`config.mk`:
```
export PLATFORM = sky130hd
export DESIGN_NAME = alu_operand_stage
export DESIGN_NICKNAME = d
export VERILOG_FILES = /design/src/rtl/alu_operand_pkg.sv /design/src/rtl/alu_operand_skid.sv /design/src/rtl/alu_operand_stage.sv
export SDC_FILE = /design/constraint.sdc
export NUM_CORES = 1
export LEC_CHECK = 0
export BUFFER_PORTS_ARGS = -buffer_cell sky130_fd_sc_hd__buf_2
export CAP_MARGIN = 15
export CORE_ASPECT_RATIO = 1.5
export CORE_MARGIN = 3
export CORE_UTILIZATION = 45
export CTS_CLUSTER_SIZE = 8
export DETAILED_ROUTE_END_ITERATION = 6
export HOLD_SLACK_MARGIN = 0.06
export PLACE_DENSITY = 0.76
export SKIP_CTS_REPAIR_TIMING = 1
export SYNTH_ARGS = -nofsm -noshare
export SYNTH_HDL_FRONTEND = slang
export SYNTH_SLANG_ARGS = --single-unit
```
`constraint.sdc`:
```
create_clock -name clk -period 1.4 [get_ports clk]
set_input_delay 0.42 -clock clk [delete_from_list [all_inputs] [get_ports clk]]
set_output_delay 0.42 -clock clk [all_outputs]
set_load 0.01 [all_outputs]
```
`src/rtl/alu_operand_pkg.sv`:
```
// Shared types and constants for the ALU operand stage: select encodings,
// skid-buffer state encoding and the illegal-select counter ceiling.
package alu_operand_pkg;

  typedef enum logic [1:0] {
    SRC1_PC   = 2'b00,
    SRC1_RF   = 2'b01,
    SRC1_ZERO = 2'b10,
    SRC1_FWD  = 2'b11
  } src1_sel_e;

  typedef enum logic [1:0] {
    SRC2_INC = 2'b00,
    SRC2_IMM = 2'b01,
    SRC2_RF  = 2'b10,
    SRC2_FWD = 2'b11
  } src2_sel_e;

  typedef enum logic [1:0] {
    SKID_EMPTY = 2'b00,
    SKID_ONE   = 2'b01,
    SKID_FULL  = 2'b10
  } skid_state_e;

  localparam logic [7:0] SEL_ERR_MAX = 8'd255;

endpackage

```
`src/rtl/alu_operand_skid.sv`:
```
// Two-entry skid buffer: the main slot drives the output, and the skid slot
// catches one extra beat so in_ready depends only on registered state.
module alu_operand_skid
  import alu_operand_pkg::*;
#(
  parameter int W = 8
) (
  input  logic         clk,
  input  logic         rstn,
  input  logic         flush,
  input  logic         in_valid,
  input  logic [W-1:0] in_data,
  input  logic         out_ready,
  output logic [W-1:0] out_data,
  output logic [1:0]   state_dbg
);

  // Handshake: a beat transfers on a rising clk edge where valid and ready
  // are both 1; ready never depends combinationally on valid.
  skid_state_e  state_q, state_d;
  logic [W-1:0] main_q, skid_q;
  logic         load_main, load_skid, move_skid;
  logic         in_fire, out_fire;

  assign in_fire   = in_valid && (state_q != SKID_FULL);
  assign out_fire  = out_ready && (state_q != SKID_EMPTY);
  assign out_data  = main_q;
  assign state_dbg = state_q;

  always_ff @(posedge clk or negedge rstn) begin
    if (!rstn) state_q <= SKID_EMPTY;
    else       state_q <= state_d;
  end

  always_comb begin
    state_d   = state_q;
    load_main = 1'b0;
    load_skid = 1'b0;
    move_skid = 1'b0;
    if (flush) begin
      state_d = SKID_EMPTY;
    end else begin
      case (state_q)
        SKID_EMPTY: if (in_fire) begin
          state_d   = SKID_ONE;
          load_main = 1'b1;
        end
        SKID_ONE: begin
          if (in_fire && out_fire) begin
            load_main = 1'b1;
          end else if (in_fire) begin
            state_d   = SKID_FULL;
            load_skid = 1'b1;
          end else if (out_fire) begin
            state_d = SKID_EMPTY;
          end
        end
        SKID_FULL: if (out_fire) begin
          state_d   = SKID_ONE;
          move_skid = 1'b1;
        end
        default: state_d = SKID_EMPTY;
      endcase
    end
  end

  always_ff @(posedge clk or negedge rstn) begin
    if (!rstn) begin
      main_q <= '0;
      skid_q <= '0;
    end else begin
      if (load_main)      main_q <= in_data;
      else if (move_skid) main_q <= skid_q;
      if (load_skid)      skid_q <= in_data;
    end
  end

endmodule

```
`src/rtl/alu_operand_stage.sv`:
```
// ALU operand select stage: decodes src1/src2, buffers them with the op tag
// in a skid buffer, and counts illegal selects. Optional: ALU_OPERAND_FWD_EN.
module alu_operand_stage
  import alu_operand_pkg::*;
#(
  parameter int DATA_W  = 32,
  parameter int INC_VAL = 4,
  parameter int OP_W    = 4
) (
  input  logic              clk,
  input  logic              rstn,
  input  logic              flush,
  input  logic              in_valid,
  output logic              in_ready,
  input  logic [1:0]        sel1,
  input  logic [1:0]        sel2,
  input  logic [DATA_W-1:0] pc,
  input  logic [DATA_W-1:0] rf_rdata1,
  input  logic [DATA_W-1:0] rf_rdata2,
  input  logic [DATA_W-1:0] imm,
  input  logic [DATA_W-1:0] alu_result,
  input  logic [OP_W-1:0]   op_in,
  output logic              out_valid,
  input  logic              out_ready,
  output logic [DATA_W-1:0] alu_src1,
  output logic [DATA_W-1:0] alu_src2,
  output logic [OP_W-1:0]   op_out,
  output logic              sel_err,
  output logic [7:0]        sel_err_cnt
);

  localparam int PW = 2 * DATA_W + OP_W;
  localparam logic [DATA_W-1:0] INC_OP = DATA_W'(INC_VAL);

  src1_sel_e         s1;
  src2_sel_e         s2;
  logic [DATA_W-1:0] src1, src2;
  logic              err1, err2;
  logic              in_fire, sel_hit;
  logic [PW-1:0]     out_data;
  logic [1:0]        skid_state;

  assign s1 = src1_sel_e'(sel1);
  assign s2 = src2_sel_e'(sel2);

  always_comb begin
    src1 = '0;
    err1 = 1'b0;
    case (s1)
      SRC1_PC:   src1 = pc;
      SRC1_RF:   src1 = rf_rdata1;
      SRC1_ZERO: src1 = '0;
      SRC1_FWD: begin
`ifdef ALU_OPERAND_FWD_EN
        src1 = alu_result;
`else
        err1 = 1'b1;
`endif
      end
      default:   src1 = '0;
    endcase
  end

  always_comb begin
    src2 = INC_OP;
    err2 = 1'b0;
    case (s2)
      SRC2_INC: src2 = INC_OP;
      SRC2_IMM: src2 = imm;
      SRC2_RF:  src2 = rf_rdata2;
      SRC2_FWD: begin
`ifdef ALU_OPERAND_FWD_EN
        src2 = alu_result;
`else
        err2 = 1'b1;
`endif
      end
      default:  src2 = INC_OP;
    endcase
  end

`ifndef ALU_OPERAND_FWD_EN
  logic unused_alu_result;
  assign unused_alu_result = ^alu_result;
`endif

  assign in_ready  = (skid_state_e'(skid_state) != SKID_FULL);
  assign out_valid = (skid_state_e'(skid_state) != SKID_EMPTY);
  assign in_fire   = in_valid && in_ready;
  // A flushed beat is discarded, so its select is not counted as accepted.
  assign sel_hit   = in_fire && !flush && (err1 || err2);

  always_ff @(posedge clk or negedge rstn) begin
    if (!rstn) begin
      sel_err     <= 1'b0;
      sel_err_cnt <= '0;
    end else if (sel_hit) begin
      sel_err <= 1'b1;
      if (sel_err_cnt != SEL_ERR_MAX) sel_err_cnt <= sel_err_cnt + 8'd1;
    end
  end

  alu_operand_skid #(.W(PW)) u_skid (
    .clk       (clk),
    .rstn      (rstn),
    .flush     (flush),
    .in_valid  (in_valid),
    .in_data   ({op_in, src1, src2}),
    .out_ready (out_ready),
    .out_data  (out_data),
    .state_dbg (skid_state)
  );

  assign op_out   = out_data[PW-1 -: OP_W];
  assign alu_src1 = out_data[2*DATA_W-1 -: DATA_W];
  assign alu_src2 = out_data[DATA_W-1:0];

endmodule

```
Word-level counts from Yosys, hierarchy flattened --
Cells that the tools add are included.
Word-level totals: bits in registers 147, bits in latches 0, RAM bits 0, memory bits (read-only) 0, bits of input ports 173, output and inout bits 79, word-level logic and storage cells 55, memories kept 0
Operators by class: add/subtract/negate cells 1, multipliers 0, divide/modulo/power cells 0, magnitude comparators 0, equality and inequality tests 13, shifts and indexed selects 0, mux-type cells 23, bitwise logic cells 0, reductions and logical operators 13
Operator list (number):
- $mux W68 | 2
- $pmux W32 S2 | 2
- $mux W2 | 6
- $mux W1 | 11
- $add A8 B1 Y8 const B | 1
- $eq A2 B2 Y1 const B | 4
- $ne A8 B8 Y1 const B | 1
- $eq A2 B1 Y1 const B | 3
- $ne A3 B3 Y1 const B | 2
- $pmux W2 S3 | 1
- $logic_and A1 B1 Y1 | 5
- $logic_not A2 Y1 | 2
- $ne A4 B3 Y1 const B | 1
- $reduce_and A4 Y1 | 1
- $reduce_bool A2 Y1 | 2
- $ne A3 B2 Y1 const B | 1
- $ne A2 B2 Y1 const B | 1
- $pmux W1 S2 | 1
- $reduce_and A2 Y1 | 1
- $logic_not A1 Y1 | 1
- $logic_or A1 B1 Y1 | 1

Depth between registers and ports, before layout --
depth in word-level cells 7, mapped depth 7, mapped depth without buffers 6

Cells and area by module --
From an unflattened synthesis, not the netlist that was laid out.
Unflattened totals: cells, all modules 725, area total of the unflattened synthesis 7488.4 um2
Modules (own cells, without submodules):
- alu_operand_skid | times used 1, cells an instance 537, area an instance 6069.6 um2
- alu_operand_stage | times used 1, cells an instance 188, area an instance 1418.9 um2

Worst setup path before layout --
OpenSTA, ideal clock, no wires.
path kind register -> register, start point register sel_err_cnt[4], end point register sel_err_cnt[1], library setup time 125 ps, arrival 1464 ps, setup slack -189 ps, stages on the path, launching flop included 6, buffers on the path 1, cells stage by stage dfrtp_1 and4_1 and4_1 buf_2 nor2_1 mux2_2
On the way: word-level cells in the longest chain between the ends 2
Ends and longest elaborated chain:
- from (decl) | RTL line alu_operand_stage.sv:29 | output logic [7:0] sel_err_cnt
- from (signal assigned) | RTL line alu_operand_stage.sv:99 | if (sel_err_cnt != SEL_ERR_MAX) sel_err_cnt <= sel_err_cnt + 8'd1;
- $ne A8 B8 Y1 | RTL line alu_operand_stage.sv:99
- $reduce_and A2 Y1 (no line)
No other way between the ends. A chain may end at the register's enable or synchronous reset.

Worst setup path in the final report --
start point register u_skid.state_q[1], in the netlist u_skid.state_dbg[1], end point output out_valid
On the way: word-level cells in the longest chain between the ends 1
Ends and longest elaborated chain:
- from (decl) | RTL line alu_operand_skid.sv:20 | skid_state_e state_q, state_d;
- from (signal assigned) | RTL line alu_operand_skid.sv:32 | else state_q <= state_d;
- $reduce_bool A2 Y1 | RTL line alu_operand_stage.sv:88 | assign out_valid = (skid_state_e'(skid_state) != SKID_EMPTY);
- to (decl) | RTL line alu_operand_stage.sv:23 | output logic out_valid,
No other way between the ends.

==> results.ini <==
[setup_path]
crit_buf_inv=2
worstPathRequired_ns=0.98
cp_max_fo=3
start_kind=flip-flop
reg2reg_slack_ns=-0.28
critPathMaxStageDelay_ns=0.43
cp_num_cells=3
crit_family=flip-flops
r2r_end=u_skid.out_data[3]
critPathMostFrequentCell=buf_6
slowest_stage=dfrtp_2
worstPathCellList=buf_6, or2_4, buf_6
arrival_ns=1.32
r2r-start=u_skid.state_dbg[1]
setup.worst_path.start=u_skid.state_dbg[1]
crit_type=flip-flop to output port
r2r_cells=7
worstSetupEndpointType=output port
cp-endpoint=out_valid

[placement]
dpl_cell_area_um2=8862
gp_congestion=0.8146
hpwl_mm=12.78
port_buffers=219
pre_cts_slack_ns=-0.3121

[power]
ir_drop_uv=820.2
pwr-share-clk_pct=34.4
p_per_area_nw_per_um2=1313
pwr-share-seq_pct=40.7
comb_power_share_pct=24.9
swShare_pct=28.32
switchingPower_uw=3846
p_leak_uw=0.005046
p_int_uw=9733

[floorplan]
core_region_area_um2=15280
fp.dieH_um=160.1
start_util_pct=46.62
num_rows=55
dieArea_um2=17400
die_x_um=108.7
pin_count=252

[detailed_routing]
drt-total-wl_mm=20.21
dr.first_iter.drc_count=284
routedWlPerCell_um=17.71
final_antenna_net_count=0
vias=6020
route.detailed.drc=0
drt-vias-per-instance=5.276
first_pass_iters=6

[synthesis]
yosysWarnings=0
yosysUniqueCellTypes=34
synth_area_leaders=dfrtp_1 52%, mux2i_1 14%, mux2_2 9.6%
ys_seq_area_share_pct=51.65
syn_area_um2=7122
synth.avg_cell_area_um2=11.18
yosysTopAreaCell=dfrtp_1
synth.ff_latch_count=147
synth_top_area_share_pct=51.65
synthCells=637
syn_nets=814

[clock_network]
clock_latency_ns=0.42
cts_buffer_depth=2
htreeDepth=4
numCtsBuffers=17
cts_tree=built
clockRootBuffer=clkbuf_16
clkSinkCount=147
clk_pin_slew_ns=0.06

[global_routing]
grt.overflow.total=0
first_global_vias=5938
grt_pass1_wl_mm=28.66
grt_antenna_before_repair=1
gr-usage-all-layers_pct=20.79
grt_max_degree=57

[timing]
drv_slew=0
clock_skew_ns=0.01681
fin_ws_ns=-0.3362
period_needed_ns=1.736
hold_viol=0
finalSetupViolations=157
worst_slew_pin_slew_ns=0.3845
finalCritPeriodShare_pct=124.0
fmax_ghz=0.5760
rsz0062_at_grt=true
max_slew_margin_pct=74.37

[flow_run]
maxCapViolations=0

[final_layout]
areaGrowthSynthToFinish_pct=45.17
drive_gt1_share_pct=47.13
finalInstanceArea_um2=10340
finalNetCount=1107
final_common_cell=buf_2
antenna_cells=0
layout_common_cells=200 x buf_2, 145 x dfrtp_1, 128 x nor2_1

[run_status]
violations=setup timing
status=finished with violations

[worst_hold_path]
hp-class=input pin to flip-flop

-- synthesized netlist by cell type, drive strengths merged --
cell and n:
a21o 1, a21oi 67, a221oi 1, a22oi 31, and4 2, buf 28, clkbuf 20, dfrtp 147
ha 4, inv 2, mux2 68, mux2i 102, nand2 5, nand2b 4, nand3 2, nand4b 1
nor2 132, nor3 1, nor3b 3, nor4 2, nor4b 2, o21a 1, o21ai 1, o22a 1
o31ai 1, or2 1, xor2 7
-- flip-flops by register name (all words and copies together) (netlist names) --
| name | count |
|---|---|
| sel_err_cnt | 8 |
| u_skid.out_data | 68 |
| u_skid.state_dbg | 2 |
| sel_err | 1 |
| u_skid.skid_q | 68 |
-- cells by family after synthesis --
family | synth area share, %
AO/OA/AOI/OAI | 8.609
AND/OR/NAND/NOR | 9.346
adder cells (fa/ha/maj) | 0.7028
multiplexers | 25.09
buffers and inverters | 3.742
XOR/XNOR | 0.8609
flip-flops | 51.65
-- through the flow --
stage          total power, uW  cells  util [%]  setup TNS (ns)  hold slack (ns)
2_1_floorplan             6964    637         -          -4.621           0.1244
4_1_cts                  13010   1091     61.95          -18.49          -0.1205
6_report                 13580   1141     67.67          -31.90           0.2545
5_1_grt                  14270   1141     67.67          -41.92           0.2461
3_3_place_gp              8182   1060     58.01          -30.17           0.3376
3_5_place_dp              8299   1060     58.01          -32.54           0.3359
-- per-layer routing --
layer	routed length (um)	up-vias	global-route usage (%)
met5	13	-	0
met4	537	2	9.420
met3	1154	33	4.812
met2	10860	210	36.33
met1	7636	2943	23.73
li1	-	2832	-
-- layout make-up --
class	instances	area [um^2]
fill	1096	4938
sequential	147	3681
inverter	2	7.507
timing repair buffer	321	2417
tap	199	249.0
multi-input combinational	441	3382
clock buffer	17	425.4
clock inverter	14	176.4
-- power groups by stage --
stage,Clock (uW),Combinational [uW],Sequential [uW]
6_report,4670,3380,5530
3_5_place_dp,0,2750,5550
4_1_cts,4760,2760,5490
2_1_floorplan,0,1250,5720
3_3_place_gp,0,2660,5520
5_1_grt,4960,3700,5610
-- worst min path at each step --
| stage | start | end | depth (start not counted) |
|---|---|---|---|
| final | op_in[3] | u_skid.skid_q[67] | 2 |
| after detailed placement | rstn | u_skid.skid_q[8] | 1 |
| after global routing | op_in[3] | u_skid.skid_q[67] | 2 |
| after floorplan | rstn | sel_err | 0 |
| after global placement | rstn | u_skid.skid_q[8] | 1 |
| after CTS | rstn | u_skid.skid_q[8] | 1 |
Power figures use the tool's default switching activity.
